===== config.mk =====
export PLATFORM = sky130hd
export DESIGN_NAME = lfu_buf_ctrl_flat
export DESIGN_NICKNAME = d
export VERILOG_FILES = /design/src/rtl/lfu_buf_ctrl_if.sv /design/src/rtl/lfu_buf_ctrl.sv /design/src/flat_wrapper.sv
export SDC_FILE = /design/constraint.sdc
export NUM_CORES = 1
export LEC_CHECK = 0
export CAP_MARGIN = 5
export CORE_UTILIZATION = 40
export DETAILED_ROUTE_END_ITERATION = 10
export GPL_TIMING_DRIVEN = 1
export HOLD_SLACK_MARGIN = 0.02
export SYNTH_ARGS = -nofsm -noshare
export SYNTH_HDL_FRONTEND = slang
export SYNTH_SLANG_ARGS = --single-unit

===== constraint.sdc =====
create_clock -name clk -period 4.8 [get_ports clk]
set_clock_uncertainty 0.1 [all_clocks]
set_input_delay 1.44 -clock clk [delete_from_list [all_inputs] [get_ports clk]]
set_output_delay 1.44 -clock clk [all_outputs]
set_load 0.05 [all_outputs]

===== src/rtl/lfu_buf_ctrl_if.sv =====
// Request/grant/response bundle between two requesters and the LFU buffer controller.
interface lfu_buf_ctrl_if;
  logic       a_req;
  logic       a_alloc;
  logic [1:0] a_buf;
  logic       a_gnt;
  logic       b_req;
  logic       b_alloc;
  logic [1:0] b_buf;
  logic       b_gnt;
  logic       rsp_valid;
  logic       rsp_src;
  logic       rsp_alloc;
  logic [1:0] rsp_buf;
  logic       age_busy;

  modport master (
    output a_req, a_alloc, a_buf, b_req, b_alloc, b_buf,
    input  a_gnt, b_gnt, rsp_valid, rsp_src, rsp_alloc, rsp_buf, age_busy
  );

  modport slave (
    input  a_req, a_alloc, a_buf, b_req, b_alloc, b_buf,
    output a_gnt, b_gnt, rsp_valid, rsp_src, rsp_alloc, rsp_buf, age_busy
  );
endinterface


===== src/rtl/lfu_buf_ctrl.sv =====
// Two-requester controller for a 4-entry buffer pool with LFU victim selection
// and periodic halving of the per-buffer use counts.
//
// state | meaning
// RUN   | grants allowed, one operation accepted per cycle at most
// AGE   | single cycle: no grants, all counts halved, op counter cleared
module lfu_buf_ctrl #(
  parameter int CNT_W      = 4,
  parameter int AGE_PERIOD = 16
) (
  input logic           clk,
  input logic           rst_n,
  lfu_buf_ctrl_if.slave bus
);

  typedef enum logic {S_RUN = 1'b0, S_AGE = 1'b1} state_t;

  localparam logic [CNT_W-1:0] CNT_MAX = {CNT_W{1'b1}};
  localparam logic [CNT_W-1:0] CNT_ONE = CNT_W'(1);
  localparam logic [7:0]       LAST_OP = 8'(AGE_PERIOD - 1);

  state_t           state_q, state_d;
  logic [7:0]       op_cnt_q, op_cnt_d;
  logic             rr_last_q, rr_last_d;
  logic [CNT_W-1:0] cnt_q [4];
  logic [CNT_W-1:0] cnt_d [4];
  logic             rsp_valid_q, rsp_valid_d;
  logic             rsp_src_q, rsp_src_d;
  logic             rsp_alloc_q, rsp_alloc_d;
  logic [1:0]       rsp_buf_q, rsp_buf_d;

  logic             gnt_a, gnt_b, granted, op_alloc;
  logic [1:0]       op_buf, victim;
  logic [CNT_W-1:0] min_cnt;

  always_ff @(posedge clk or negedge rst_n) begin
    if (!rst_n) begin
      state_q     <= S_RUN;
      op_cnt_q    <= '0;
      rr_last_q   <= 1'b1;
      rsp_valid_q <= 1'b0;
      rsp_src_q   <= 1'b0;
      rsp_alloc_q <= 1'b0;
      rsp_buf_q   <= '0;
      for (int i = 0; i < 4; i++) cnt_q[i] <= '0;
    end else begin
      state_q     <= state_d;
      op_cnt_q    <= op_cnt_d;
      rr_last_q   <= rr_last_d;
      rsp_valid_q <= rsp_valid_d;
      rsp_src_q   <= rsp_src_d;
      rsp_alloc_q <= rsp_alloc_d;
      rsp_buf_q   <= rsp_buf_d;
      for (int i = 0; i < 4; i++) cnt_q[i] <= cnt_d[i];
    end
  end

  always_comb begin
    state_d = state_q;
    case (state_q)
      S_RUN:   if (granted && op_cnt_q == LAST_OP) state_d = S_AGE;
      S_AGE:   state_d = S_RUN;
      default: state_d = S_RUN;
    endcase
  end

  // rr_last_q = 1 means B won the last contended cycle, so A goes next.
  always_comb begin
    gnt_a = 1'b0;
    gnt_b = 1'b0;
    if (state_q == S_RUN) begin
      if (bus.a_req && bus.b_req) begin
        gnt_a = rr_last_q;
        gnt_b = !rr_last_q;
      end else begin
        gnt_a = bus.a_req;
        gnt_b = bus.b_req;
      end
    end
  end

  assign granted       = gnt_a | gnt_b;
  assign op_alloc      = gnt_b ? bus.b_alloc : bus.a_alloc;
  assign op_buf        = gnt_b ? bus.b_buf : bus.a_buf;
  assign bus.a_gnt     = gnt_a;
  assign bus.b_gnt     = gnt_b;
  assign bus.age_busy  = (state_q == S_AGE);
  assign bus.rsp_valid = rsp_valid_q;
  assign bus.rsp_src   = rsp_src_q;
  assign bus.rsp_alloc = rsp_alloc_q;
  assign bus.rsp_buf   = rsp_buf_q;

  // Strict less-than keeps the lowest index on ties.
  always_comb begin
    victim  = 2'd0;
    min_cnt = cnt_q[0];
    for (int i = 1; i < 4; i++) begin
      if (cnt_q[i] < min_cnt) begin
        min_cnt = cnt_q[i];
        victim  = 2'(i);
      end
    end
  end

  always_comb begin
    op_cnt_d    = op_cnt_q;
    rr_last_d   = rr_last_q;
    rsp_valid_d = granted;
    rsp_src_d   = rsp_src_q;
    rsp_alloc_d = rsp_alloc_q;
    rsp_buf_d   = rsp_buf_q;
    for (int i = 0; i < 4; i++) cnt_d[i] = cnt_q[i];

    if (state_q == S_AGE) begin
      op_cnt_d = '0;
      for (int i = 0; i < 4; i++) cnt_d[i] = cnt_q[i] >> 1;
    end else if (granted) begin
      op_cnt_d    = op_cnt_q + 8'd1;
      rsp_src_d   = gnt_b;
      rsp_alloc_d = op_alloc;
      if (bus.a_req && bus.b_req) rr_last_d = gnt_b;
      if (op_alloc) begin
        cnt_d[victim] = CNT_ONE;
        rsp_buf_d     = victim;
      end else begin
        if (cnt_q[op_buf] != CNT_MAX) cnt_d[op_buf] = cnt_q[op_buf] + CNT_ONE;
        rsp_buf_d = op_buf;
      end
    end
  end

endmodule


===== src/flat_wrapper.sv =====
// flat-port wrapper written by rule: the top's interface ports become plain ports
module lfu_buf_ctrl_flat 
#(
  parameter int CNT_W      = 4,
  parameter int AGE_PERIOD = 16
)
  (clk, rst_n, bus_a_req, bus_a_alloc, bus_a_buf, bus_b_req, bus_b_alloc, bus_b_buf, bus_a_gnt, bus_b_gnt, bus_rsp_valid, bus_rsp_src, bus_rsp_alloc, bus_rsp_buf, bus_age_busy);
  lfu_buf_ctrl_if bus_i ();
  input logic clk;
  input logic rst_n;
  input wire logic [$bits(bus_i.a_req)-1:0] bus_a_req;
  input wire logic [$bits(bus_i.a_alloc)-1:0] bus_a_alloc;
  input wire logic [$bits(bus_i.a_buf)-1:0] bus_a_buf;
  input wire logic [$bits(bus_i.b_req)-1:0] bus_b_req;
  input wire logic [$bits(bus_i.b_alloc)-1:0] bus_b_alloc;
  input wire logic [$bits(bus_i.b_buf)-1:0] bus_b_buf;
  output wire logic [$bits(bus_i.a_gnt)-1:0] bus_a_gnt;
  output wire logic [$bits(bus_i.b_gnt)-1:0] bus_b_gnt;
  output wire logic [$bits(bus_i.rsp_valid)-1:0] bus_rsp_valid;
  output wire logic [$bits(bus_i.rsp_src)-1:0] bus_rsp_src;
  output wire logic [$bits(bus_i.rsp_alloc)-1:0] bus_rsp_alloc;
  output wire logic [$bits(bus_i.rsp_buf)-1:0] bus_rsp_buf;
  output wire logic [$bits(bus_i.age_busy)-1:0] bus_age_busy;
  assign bus_i.a_req = bus_a_req;
  assign bus_i.a_alloc = bus_a_alloc;
  assign bus_i.a_buf = bus_a_buf;
  assign bus_i.b_req = bus_b_req;
  assign bus_i.b_alloc = bus_b_alloc;
  assign bus_i.b_buf = bus_b_buf;
  assign bus_a_gnt = bus_i.a_gnt;
  assign bus_b_gnt = bus_i.b_gnt;
  assign bus_rsp_valid = bus_i.rsp_valid;
  assign bus_rsp_src = bus_i.rsp_src;
  assign bus_rsp_alloc = bus_i.rsp_alloc;
  assign bus_rsp_buf = bus_i.rsp_buf;
  assign bus_age_busy = bus_i.age_busy;
  lfu_buf_ctrl #(.CNT_W(CNT_W), .AGE_PERIOD(AGE_PERIOD)) u_core (.clk(clk), .rst_n(rst_n), .bus(bus_i));
endmodule

==> impl_results.md <==
* Seq pwr share at 21.0%
* Total gr overflow at 0
* CTS tree: built
* Req. time, crit path at a little under 5 ns
* Number of antenna violations at the first check in global routing at 0
* Post-synth EDFFs at 0
* Die Ht at slightly above 80 um
* Deepest clock path buffer count at 2
* Final setup viols at 0
* Vias per cell at roughly 6
* Sw Ratio at between 40% and 50%
* Kind of critical path: reg -> reg
* Max-slew headroom at about 59%
* Syn Nets at roughly 310
* Latest clock arrival within the worst-skew pair at between 0.2 and 0.3 ns
* Cts bufs inserted at 5
* CTS sink count at 31
* Largest net degree at the start of global routing at 32
* Commonest non-fill, non-tap cell in the layout: dfrtp_1
* Arr. time, crit path at between 4 and 5 ns
* Internal power at roughly 1.2 mW
* Final Max Tran Viols at 0
* Layout cell share with drive strength beyond 1 at ~15%
* Post-layout min period at 4.36 ns
* DRC at 0
* Synthesized area per cell at a little under 9 um^2
* Fin nets at 345
* WL per Instance at 17.9 um
* Antenna Nets Post-Route at 0
* Slew @ Worst Pin at 0.604 ns
* Post-layout util at around 50%
* Crit Path Max Fanout at 6
* Unique masters post-synth at 63
* I/O Pins at 18
* Outcome: completed
* Row Count at 28
* Area of the core at approximately 6000 um^2
* Max VDD drop at 0.000341 V
* Pwr Density at between 700 and 800 nW/um^2
* P_leak at 1.27 nW
* DRT Wirelength at 7120 um
* Psw at between 1 and 1.5 mW
* Sequential-to-total area share from yosys stat at 30.7%
* Fin crit share at about 91%
* Port Buf Inserts at 17
* Register bit total from synthesis at 31
* Antenna cell count at 0
* Synth Instances at 290
* Dpl hpwl at about 5400 um
* Hold Crit Class: reg -> reg
* Met2 wire len at ~3100 um
* Hold buffer count at cts at 0
* CTS root buf: clkbuf_8
* Area Overhead vs Synth at 18.3%
* Fmax at ~0.23 GHz
* CP Capture Type: flip-flop
* Mapped Area at 2530 um^2
* # H-tree levels at 2
* CP Launch Type: flip-flop
* RSZ-0062 raised after global routing: false
* Die area at around 6700 um^2
* Global-route wire length before repair at 11500 um
* Comb pwr share at a little over two thirds
* Gr usage total at 23.6%
* Met3 WL at ~540 um
* First drt pass iteration count at 4
* Async SR Flop Fraction at 100%
* Most frequent cells in the layout: dfrtp_1 (30), nand2_1 (28), buf_4 (24)
* Met1 Wirelength at between 3000 and 4000 um
* Total number of vias at roughly 2400
* Die width at 81.6 um
* Clock Power Share at 9.5%
* Clock Pin Slew Worst Setup and Hold Paths at ~0.070 ns
* Fin Setup TNS at 0 ns
* Post-layout power at between 2 and 2.5 mW
* Vias in the first global route at ~2200
* Max-cap viol count at 0
* Starting Density at 42.0%
* DR iter-0 viols at roughly 160
* Yosys warns at 0
* RePlAce Congestion at approximately 0.92
* Final hold viol count at 0
* Top_reg_cell synth: dfrtp_1
* Top Metal Used: met4
synthesized netlist by cell type (3+ instances only):
| cell | count | share of area (%) |
|---|---|---|
| a22oi_1 | 8 | 2.4 |
| mux2i_1 | 10 | 4.0 |
| and3_1 | 3 | 0.74 |
| o21ai_0 | 14 | 2.8 |
| nor3_1 | 9 | 1.8 |
| nand2b_1 | 13 | 3.2 |
| or3_1 | 5 | 1.2 |
| a211oi_1 | 7 | 2.1 |
| xor2_1 | 6 | 2.1 |
| a21oi_1 | 16 | 3.2 |
| a31oi_1 | 4 | 0.99 |
| nand2_1 | 28 | 4.2 |
| dfrtp_1 | 30 | 30 |
| a311oi_1 | 5 | 1.7 |
| o32ai_1 | 3 | 1.0 |
| inv_1 | 15 | 2.2 |
| nand3_1 | 3 | 0.59 |
| ha_1 | 13 | 6.4 |
| nor2_1 | 22 | 3.3 |
| o21ai_1 | 4 | 0.79 |
| nand4_1 | 3 | 0.74 |
| clkbuf_1 | 10 | 1.5 |
state kept, by name, indices dropped and copies added, names as in the netlist:
| name | count |
|---|---|
| u_core.rr_last_q | 1 |
| u_core.bus.rsp_valid | 1 |
| u_core.bus.rsp_src | 1 |
| u_core.bus.rsp_buf | 2 |
| u_core.bus.age_busy | 1 |
| u_core.cnt_q | 16 |
| u_core.op_cnt_q | 8 |
| u_core.bus.rsp_alloc | 1 |
final cells by class:
type                       instances  area [um^2]
sequential                        31          777
tap                               75         93.8
clock inverter                     1         7.51
multi-input combinational        228         1610
fill                             570         3030
inverter                          16         60.1
timing repair buffer              40          350
clock buffer                       7         96.3
layer usage:
layer | vias up | GRT usage [%]
met1 | 1084 | 33.3
met4 | 0 | 10.2
met5 | - | 0
li1 | 1148 | -
met2 | 97 | 35.3
met3 | 22 | 4.11
repair_timing:
item,4_1_cts,5_1_grt
setup endpoints to repair,0,11
setup buffers,0,0
resized for setup,0,2
critical path, stage by stage (launching register included):
cell      delay (ns)
dfrtp_1         0.40
ha_1            0.33
a21o_1          0.20
a21oi_1         0.17
o21ai_2         0.14
mux2i_1         0.16
ha_1            0.23
or3_1           0.31
o32a_1          0.34
nand2_1         0.07
o21ai_0         0.08
ha_1            0.21
a211oi_1        0.27
inv_1           0.09
o41ai_2         0.28
a31oi_1         0.16
a31oi_1         0.25
nor3_1          0.07
buf_4           0.15
o32ai_1         0.23
cell families (layout without fill, tap and decap cells):
group	after synthesis	count (layout)	share of synthesized area, %
AOI/OAI and AO/OA	93	93	25.9
xor gates and xnor gates	8	8	2.77
adders and majority gates	13	13	6.42
buffers and inverters	31	64	6.13
DFF	31	31	30.7
muxes	16	16	8.10
and+or+nand+nor	98	98	20.0
power groups by stage:
stage,registers (mW),clock network (mW),logic [mW]
after floorplan,0.519,0,1.04
after global placement,0.503,0,1.60
after detailed placement,0.505,0,1.60
after CTS,0.500,0.236,1.62
after global routing,0.517,0.245,1.84
final,0.502,0.228,1.66
metrics by stage:
| step | setup slack, ns | std cells | area, um^2 | hold WS (ns) |
|---|---|---|---|---|
| 2_1_floorplan | 0.607 | 290 | 2530 | 0.383 |
| 3_3_place_gp | 0.233 | 390 | 2880 | 0.364 |
| 3_5_place_dp | 0.192 | 390 | 2880 | 0.365 |
| 4_1_cts | 0.273 | 398 | 2990 | 0.380 |
| 5_1_grt | 0.0478 | 398 | 3000 | 0.415 |
| 6_report | 0.440 | 398 | 3000 | 0.378 |
worst paths after layout:
check / to / startpoint / cells after the start / slack [ns]
max reg2reg: u_core.cnt_q[10]$_DFFE_PN0P_ / u_core.cnt_q[10]$_DFFE_PN0P_ / 19 / 0.44
min: u_core.bus.rsp_buf[1]$_DFFE_PN0P_ / u_core.bus.rsp_buf[1]$_DFFE_PN0P_ / 1 / 0.38
min reg2reg: u_core.bus.rsp_buf[1]$_DFFE_PN0P_ / u_core.bus.rsp_buf[1]$_DFFE_PN0P_ / 1 / 0.38
min in group asynchronous: u_core.op_cnt_q[2]$_DFFE_PN0P_ / rst_n / 2 / 1.45
max in group asynchronous: u_core.rr_last_q$_DFFE_PN1P_ / rst_n / 2 / 2.82
max: u_core.cnt_q[10]$_DFFE_PN0P_ / u_core.cnt_q[10]$_DFFE_PN0P_ / 19 / 0.44
(Power assumes the default switching activity.)
